File: src/rtl/console_pkg.sv
// Shared definitions for the text console: default geometry, controller
// states and the control codes that the console interprets.
package console_pkg;

    localparam int DEF_COLS   = 80;
    localparam int DEF_ROWS   = 30;
    localparam int DEF_ADDR_W = 12;

    typedef enum logic [1:0] {
        ST_CLEAR   = 2'd0,
        ST_CLRLINE = 2'd1,
        ST_IDLE    = 2'd2
    } state_t;

    localparam logic [7:0] CH_BS    = 8'h08;
    localparam logic [7:0] CH_LF    = 8'h0A;
    localparam logic [7:0] CH_FF    = 8'h0C;
    localparam logic [7:0] CH_CR    = 8'h0D;
    localparam logic [7:0] CH_SPACE = 8'h20;
    localparam logic [7:0] CH_TILDE = 8'h7E;

    function automatic logic is_printable(input logic [7:0] c);
        return (c >= CH_SPACE) && (c <= CH_TILDE);
    endfunction

endpackage

File: src/rtl/console_addr_map.sv
// Maps a logical (row, col) plus the scroll offset onto a character-RAM
// address. The row wrap is a single conditional subtract, no divider.
module console_addr_map #(
    parameter int COLS   = 80,
    parameter int ROWS   = 30,
    parameter int ADDR_W = 12
) (
    input  logic [4:0]        row_i,
    input  logic [6:0]        col_i,
    input  logic [4:0]        off_i,
    output logic [ADDR_W-1:0] addr_o
);

    localparam logic [5:0] ROWS_W = 6'(ROWS);

    logic [5:0] row_sum;
    logic [4:0] phys_row;

    // physRow = (row + offset) mod ROWS, then row-major address
    always_comb begin
        row_sum = {1'b0, row_i} + {1'b0, off_i};
        if (row_sum >= ROWS_W) begin
            row_sum = row_sum - ROWS_W;
        end
        phys_row = row_sum[4:0];
        addr_o   = ADDR_W'(phys_row) * ADDR_W'(COLS) + ADDR_W'(col_i);
    end

endmodule

File: src/rtl/text_console.sv
// Character-stream controller for the 80x30 text display.
// States:
//   ST_CLEAR   | writing 0x20 to every cell, addresses ascending
//   ST_CLRLINE | writing 0x20 across one physical row after a newline at the bottom
//   ST_IDLE    | accepting characters
// Build option CONSOLE_SCROLL_EN: when defined, a newline on the bottom row
// scrolls by rotating the row offset; otherwise the cursor wraps to row 0
// and that row is erased.
module text_console
    import console_pkg::*;
#(
    parameter int COLS   = DEF_COLS,
    parameter int ROWS   = DEF_ROWS,
    parameter int ADDR_W = DEF_ADDR_W
) (
    input  logic              iClk_50,
    input  logic              nRst,
    input  logic [7:0]        iChar,
    input  logic              iValid,
    output logic              oReady,
    output logic              oWrEn,
    output logic [ADDR_W-1:0] oWrAddr,
    output logic [7:0]        oWrData,
    output logic [4:0]        oRowOffset,
    output logic [4:0]        oCurRow,
    output logic [6:0]        oCurCol
);

    localparam logic [6:0] LAST_COL = 7'(COLS - 1);
    localparam logic [4:0] LAST_ROW = 5'(ROWS - 1);

    state_t            state_q, state_d;
    logic [4:0]        row_q, row_d, off_q, off_d, clr_row_q, clr_row_d;
    logic [6:0]        col_q, col_d, clr_col_q, clr_col_d;
    logic              ready_q, ready_d, wr_en_q, wr_en_d;
    logic [ADDR_W-1:0] wr_addr_q, wr_addr_d;
    logic [7:0]        wr_data_q, wr_data_d;
    logic [4:0]        map_row, map_off;
    logic [6:0]        map_col;
    logic [ADDR_W-1:0] map_addr;
    logic              accept, newline;

    assign accept = iValid && ready_q && (state_q == ST_IDLE);

    console_addr_map #(.COLS(COLS), .ROWS(ROWS), .ADDR_W(ADDR_W)) u_addr_map (
        .row_i  (map_row),
        .col_i  (map_col),
        .off_i  (map_off),
        .addr_o (map_addr)
    );

    // Address-map operands: clear counters while erasing, cursor otherwise
    // (backspace targets the cell left of the cursor).
    always_comb begin
        map_row = row_q;
        map_col = col_q;
        map_off = off_q;
        if (state_q != ST_IDLE) begin
            map_row = clr_row_q;
            map_col = clr_col_q;
            map_off = '0;
        end else if ((iChar == CH_BS) && (col_q != '0)) begin
            map_col = col_q - 7'd1;
        end
    end

    // Next-state, cursor movement and write generation
    always_comb begin
        state_d   = state_q;
        row_d     = row_q;
        col_d     = col_q;
        off_d     = off_q;
        clr_row_d = clr_row_q;
        clr_col_d = clr_col_q;
        wr_en_d   = 1'b0;
        wr_addr_d = wr_addr_q;
        wr_data_d = wr_data_q;
        newline   = 1'b0;
        case (state_q)
            ST_CLEAR: begin
                wr_en_d   = 1'b1;
                wr_addr_d = map_addr;
                wr_data_d = CH_SPACE;
                if (clr_col_q == LAST_COL) begin
                    clr_col_d = '0;
                    if (clr_row_q == LAST_ROW) begin
                        clr_row_d = '0;
                        state_d   = ST_IDLE;
                    end else begin
                        clr_row_d = clr_row_q + 5'd1;
                    end
                end else begin
                    clr_col_d = clr_col_q + 7'd1;
                end
            end
            ST_CLRLINE: begin
                wr_en_d   = 1'b1;
                wr_addr_d = map_addr;
                wr_data_d = CH_SPACE;
                if (clr_col_q == LAST_COL) begin
                    clr_col_d = '0;
                    clr_row_d = '0;
                    state_d   = ST_IDLE;
                end else begin
                    clr_col_d = clr_col_q + 7'd1;
                end
            end
            default: begin
                if (accept) begin
                    if (is_printable(iChar)) begin
                        wr_en_d   = 1'b1;
                        wr_addr_d = map_addr;
                        wr_data_d = iChar;
                        if (col_q == LAST_COL) begin
                            col_d   = '0;
                            newline = 1'b1;
                        end else begin
                            col_d = col_q + 7'd1;
                        end
                    end else begin
                        case (iChar)
                            CH_LF: begin
                                col_d   = '0;
                                newline = 1'b1;
                            end
                            CH_CR: col_d = '0;
                            CH_BS: begin
                                if (col_q != '0) begin
                                    col_d     = col_q - 7'd1;
                                    wr_en_d   = 1'b1;
                                    wr_addr_d = map_addr;
                                    wr_data_d = CH_SPACE;
                                end
                            end
                            CH_FF: begin
                                row_d     = '0;
                                col_d     = '0;
                                off_d     = '0;
                                clr_row_d = '0;
                                clr_col_d = '0;
                                state_d   = ST_CLEAR;
                            end
                            default: ;
                        endcase
                    end
                    if (newline) begin
                        if (row_q != LAST_ROW) begin
                            row_d = row_q + 5'd1;
                        end else begin
`ifdef CONSOLE_SCROLL_EN
                            // old offset is the physical row that becomes the new bottom
                            off_d     = (off_q == LAST_ROW) ? 5'd0 : off_q + 5'd1;
                            clr_row_d = off_q;
`else
                            row_d     = '0;
                            clr_row_d = '0;
`endif
                            clr_col_d = '0;
                            state_d   = ST_CLRLINE;
                        end
                    end
                end
            end
        endcase
        ready_d = (state_d == ST_IDLE);
    end

    // State, cursor and registered outputs
    always_ff @(posedge iClk_50 or negedge nRst) begin
        if (!nRst) begin
            state_q   <= ST_CLEAR;
            row_q     <= '0;
            col_q     <= '0;
            off_q     <= '0;
            clr_row_q <= '0;
            clr_col_q <= '0;
            ready_q   <= 1'b0;
            wr_en_q   <= 1'b0;
            wr_addr_q <= '0;
            wr_data_q <= '0;
        end else begin
            state_q   <= state_d;
            row_q     <= row_d;
            col_q     <= col_d;
            off_q     <= off_d;
            clr_row_q <= clr_row_d;
            clr_col_q <= clr_col_d;
            ready_q   <= ready_d;
            wr_en_q   <= wr_en_d;
            wr_addr_q <= wr_addr_d;
            wr_data_q <= wr_data_d;
        end
    end

    assign oReady     = ready_q;
    assign oWrEn      = wr_en_q;
    assign oWrAddr    = wr_addr_q;
    assign oWrData    = wr_data_q;
    assign oRowOffset = off_q;
    assign oCurRow    = row_q;
    assign oCurCol    = col_q;

endmodule

File: config.mk
export PLATFORM = sky130hd
export DESIGN_NAME = text_console
export DESIGN_NICKNAME = d
export VERILOG_FILES = /design/src/rtl/console_pkg.sv /design/src/rtl/console_addr_map.sv /design/src/rtl/text_console.sv
export SDC_FILE = /design/constraint.sdc
export NUM_CORES = 1
export LEC_CHECK = 0
export CAP_MARGIN = 20
export CORE_ASPECT_RATIO = 1.5
export CORE_MARGIN = 2
export CORE_UTILIZATION = 40
export CTS_CLUSTER_DIAMETER = 120
export DETAILED_ROUTE_END_ITERATION = 16
export DONT_BUFFER_PORTS = 1
export GPL_ROUTABILITY_DRIVEN = 0
export GPL_TIMING_DRIVEN = 1
export PLACE_DENSITY = 0.53
export SKIP_CTS_REPAIR_TIMING = 1
export SYNTH_ARGS = -nofsm -noshare
export SYNTH_HDL_FRONTEND = slang
export SYNTH_SLANG_ARGS = --single-unit
File: constraint.sdc
create_clock -name iClk_50 -period 4.1 [get_ports iClk_50]
set_input_delay 0.205 -clock iClk_50 [delete_from_list [all_inputs] [get_ports iClk_50]]
set_output_delay 0.205 -clock iClk_50 [all_outputs]
set_load 0.02 [all_outputs]
==> results.tsv <==
stage	metric	value	unit
outcome	status	completed	
grt	vias in the first global route	2672	
final_layout	cell area after layout	3580	µm²
placement	Final HPWL DP	6.14	mm
detailed_routing	# DRC	0	
pwr	Internal	1.01	mW
final_layout	Synth-to-Final Area Change	10.2	%
synthesis	Synthesis Warnings	0	
run	max cap viols	0	
placement	# port buffers	0	
final_layout	layout cells sized above 1	8.31	%
synthesis	Yosys reg bits	48	
critical_path	Worst path max stage delay	440	ps
final_layout	multi-input logic area	1910	µm²
synthesis	top cells by area in the synthesized netlist	dfrtp_1, nand2_1, ha_1	
synthesis	post-synthesis instance total	377	
final_layout	fill count	794	
die	Starting Density	40.8	%
min_path	worst hold start	iChar[0]	
synthesis	sequential area share after synthesis	37.0	%
synthesis	EDFF count, synth	0	
timing	Setup TNS Final	0	ps
detailed_routing	wire per inst	16.5	µm
detailed_routing	Routed Antenna Nets	0	
placement	Placed Cells	483	
timing	RSZ-0062 raised after global routing	no	
timing	Tmin final	3740	ps
detailed_routing	via count	2699	
critical_path	Reg2Reg Depth	16	
clock_tree	Num CTS Buffers	5	
timing	Clock Skew	4.76	ps
clock_tree	Clock Latency Late Sink	290	ps
critical_path	CP cell instances	nand2b_1, a21oi_2, inv_1, ha_1, nor2b_1, mux2i_1, nand2_1, inv_1, ha_1, ha_1, inv_1, fa_1, xnor2_1, nor4_2, or3_1, a31oi_1	
clock_tree	CTS H-tree depth	2	
grt	grt peak-use layer	met2	
synthesis	ys flop type	dfrtp_1	
critical_path	crit path DAT	3950	ps
clock_tree	CTS tree	built	
grt	first-pass GRT wire length	13.4	mm
synthesis	Yosys top cell by area	dfrtp_1	
timing	Slew Limit Fails	0	
timing	final worst slack	360	ps
detailed_routing	drt initial violations	83	
final_layout	fin nets	414	
synthesis	Post-synth ARST share	100	%
synthesis	Post-Synthesis Cell Area	3250	µm²
grt	grt met2 use	36.7	%
synthesis	top cell type's share of synthesized area	37.0	%
critical_path	CP required	4310	ps
critical_path	slowest CP cell	fa_1	
grt	initial antenna violation count	0	
clock_tree	Clock Pin Slew Worst Setup and Hold Paths	60	ps
detailed_routing	drt first pass iters	4	
grt	gr ovfl total	0	
clock_tree	Clock Tree Buf Depth	2	
pwr	clock share of power	23.0	%
critical_path	reg-to-reg slack, setup	360	ps
timing	Final period util	91.2	%
critical_path	Startpoint Class	register	
grt	largest net degree at the start of global routing	49	
pwr	net switching power	668	µW
placement	area post-placement	3400	µm²
clock_tree	clk sinks	48	
critical_path	worst reg2reg endpoint	oWrAddr[10]$_DFFE_PN0P_	
synthesis	Cell variety after synth	58	
pwr	power share of the sequential group	47.8	%
die	Ports	50	
timing	final hold viol count	0	
min_path	end of the worst hold path	oWrData[0]$_DFFE_PN0P_	
min_path	Worst Hold Path Cells	1	
timing	Max-slew headroom	46.3	%
synthesis	Mapped Avg Cell Area	8.62	µm²
die	# rows	40	
grt	met3 Usage GRT	3.79	%
critical_path	Crit Path Class	register to register	
timing	worst slew pin tran	800	ps
detailed_routing	DR vias/cell	5.51	
die	Die Width	77.6	µm
timing	final setup fails	0	
pwr	combinational share of power	29.2	%
critical_path	Critical R2R Launch	state_q[0]$_DFF_PN0_	
clock_tree	root buffer cell	clkbuf_16	
final_layout	Diodes inserted	0	
die	die height	114	µm
detailed_routing	Routed WL	8.09	mm
grt	total track usage	19.4	%
placement	Post-Place Setup Slack	201	ps
pwr	PwrDens	469	nW/µm²
timing	Fmax	267	MHz
final_layout	Non-Filler Instances	490	
critical_path	crit-path max FO	6	
pwr	Sw Ratio	39.8	%
die	core box area	7960	µm²
grt	Global Route met1 Usage	20.4	%
critical_path	endpoint class of the critical path	register	
pwr	leakage power	1.61	nW
pwr	maximum vdd drop	249	µV
die	DIE AREA	8880	µm²
min_path	Hold/Removal Path Class	primary input to register	
final_layout	FF/Latch Area	1200	µm²
sequential cells by signal (all words and copies together), names as in the netlist:
register,flops
oWrAddr,12
clr_col_q,7
oReady,1
oCurCol,7
oWrData,8
clr_row_q,5
oCurRow,5
state_q,2
oWrEn,1
area by class of cell:
class	instances	area share, %
clock buffers	5	3.49
inverters	20	2.10
multi-input cells	296	53.2
flip-flops and latches	48	33.5
well taps	105	3.67
repair buffers	16	3.98
power groups by stage:
stage / registers (mW) / logic (mW) / clock network, mW
final: 0.803 / 0.490 / 0.386
after global routing: 0.825 / 0.553 / 0.413
after CTS: 0.807 / 0.481 / 0.398
after detailed placement: 0.815 / 0.479 / 0
after global placement: 0.811 / 0.475 / 0
after floorplan: 0.799 / 0.357 / 0
Yosys cell counts, types with 4 or more instances:
| master | count |
|---|---|
| o21ai_1 | 4 |
| xor2_1 | 6 |
| nor3_1 | 6 |
| mux2i_1 | 10 |
| buf_4 | 6 |
| a21oi_1 | 20 |
| nor2_1 | 29 |
| and3_1 | 7 |
| inv_1 | 19 |
| nand3_1 | 13 |
| clkbuf_1 | 7 |
| nand2_1 | 55 |
| nor2b_1 | 7 |
| xnor2_1 | 8 |
| a31oi_1 | 6 |
| nand2b_1 | 5 |
| o21ai_0 | 31 |
| a22o_1 | 9 |
| dfrtp_1 | 48 |
| ha_1 | 14 |
| a21o_1 | 6 |
| o22ai_1 | 5 |
routing by layer:
| metal | vias to the layer above | routed length [µm] | share of wire (%) |
|---|---|---|---|
| met4 | 0 | 198 | 2.4 |
| met5 | - | 0 | 0 |
| met3 | 11 | 272 | 3.4 |
| li1 | 1356 | - | - |
| met2 | 46 | 4330 | 53 |
| met1 | 1286 | 3290 | 41 |
cells in the final DEF, fill, tap and decap left out, drive strengths merged, types with 9 or more instances in the layout:
cell type	count
inv	20
a22o	9
o21ai	35
mux2i	11
ha	14
nand2	55
dfrtp	48
buf	15
nor2	30
nand3	13
a21oi	21
worst max path at each step:
stage / start / endpoint / depth (start not counted)
CTS: state_q[0]$_DFF_PN0_ / oWrAddr[9]$_DFFE_PN0P_ / 15
global placement: state_q[0]$_DFF_PN0_ / oWrAddr[9]$_DFFE_PN0P_ / 15
detailed placement: state_q[0]$_DFF_PN0_ / oWrAddr[9]$_DFFE_PN0P_ / 15
global route: state_q[0]$_DFF_PN0_ / oWrAddr[10]$_DFFE_PN0P_ / 17
floorplan: oCurRow[2]$_DFFE_PN0P_ / oWrAddr[9]$_DFFE_PN0P_ / 16
finish: state_q[0]$_DFF_PN0_ / oWrAddr[10]$_DFFE_PN0P_ / 16
logic make-up after synthesis:
kind of cell / share of synthesized area (%)
AOI/OAI and AO/OA: 21.9
xor gates and xnor gates: 4.47
adders and majority gates: 6.62
buffers and inverters: 5.31
DFF: 37.0
muxes: 4.12
other: 0.115
and+or+nand+nor: 20.4
through the flow:
step | total power [mW] | hold WS, ps | util, %
floorplan | 1.16 | -90.6 | -
global placement | 1.29 | -88.9 | 42.8
detailed placement | 1.29 | -89.3 | 42.8
CTS | 1.69 | -403 | 44.3
global route | 1.79 | 37.4 | 45.0
finish | 1.68 | 43.6 | 45.0
critical path, delay by kind of cell (launching register included):
family                   cells  cell delay (ps)
AND/OR/NAND/NOR              5             1020
adder cells (fa/ha/maj)      4             1050
flip-flops                   1              410
AO/OA/AOI/OAI                2              370
buffers and inverters        3              240
XOR/XNOR                     1              370
multiplexers                 1              200
Note: power is estimated with default switching activity, not from simulation.
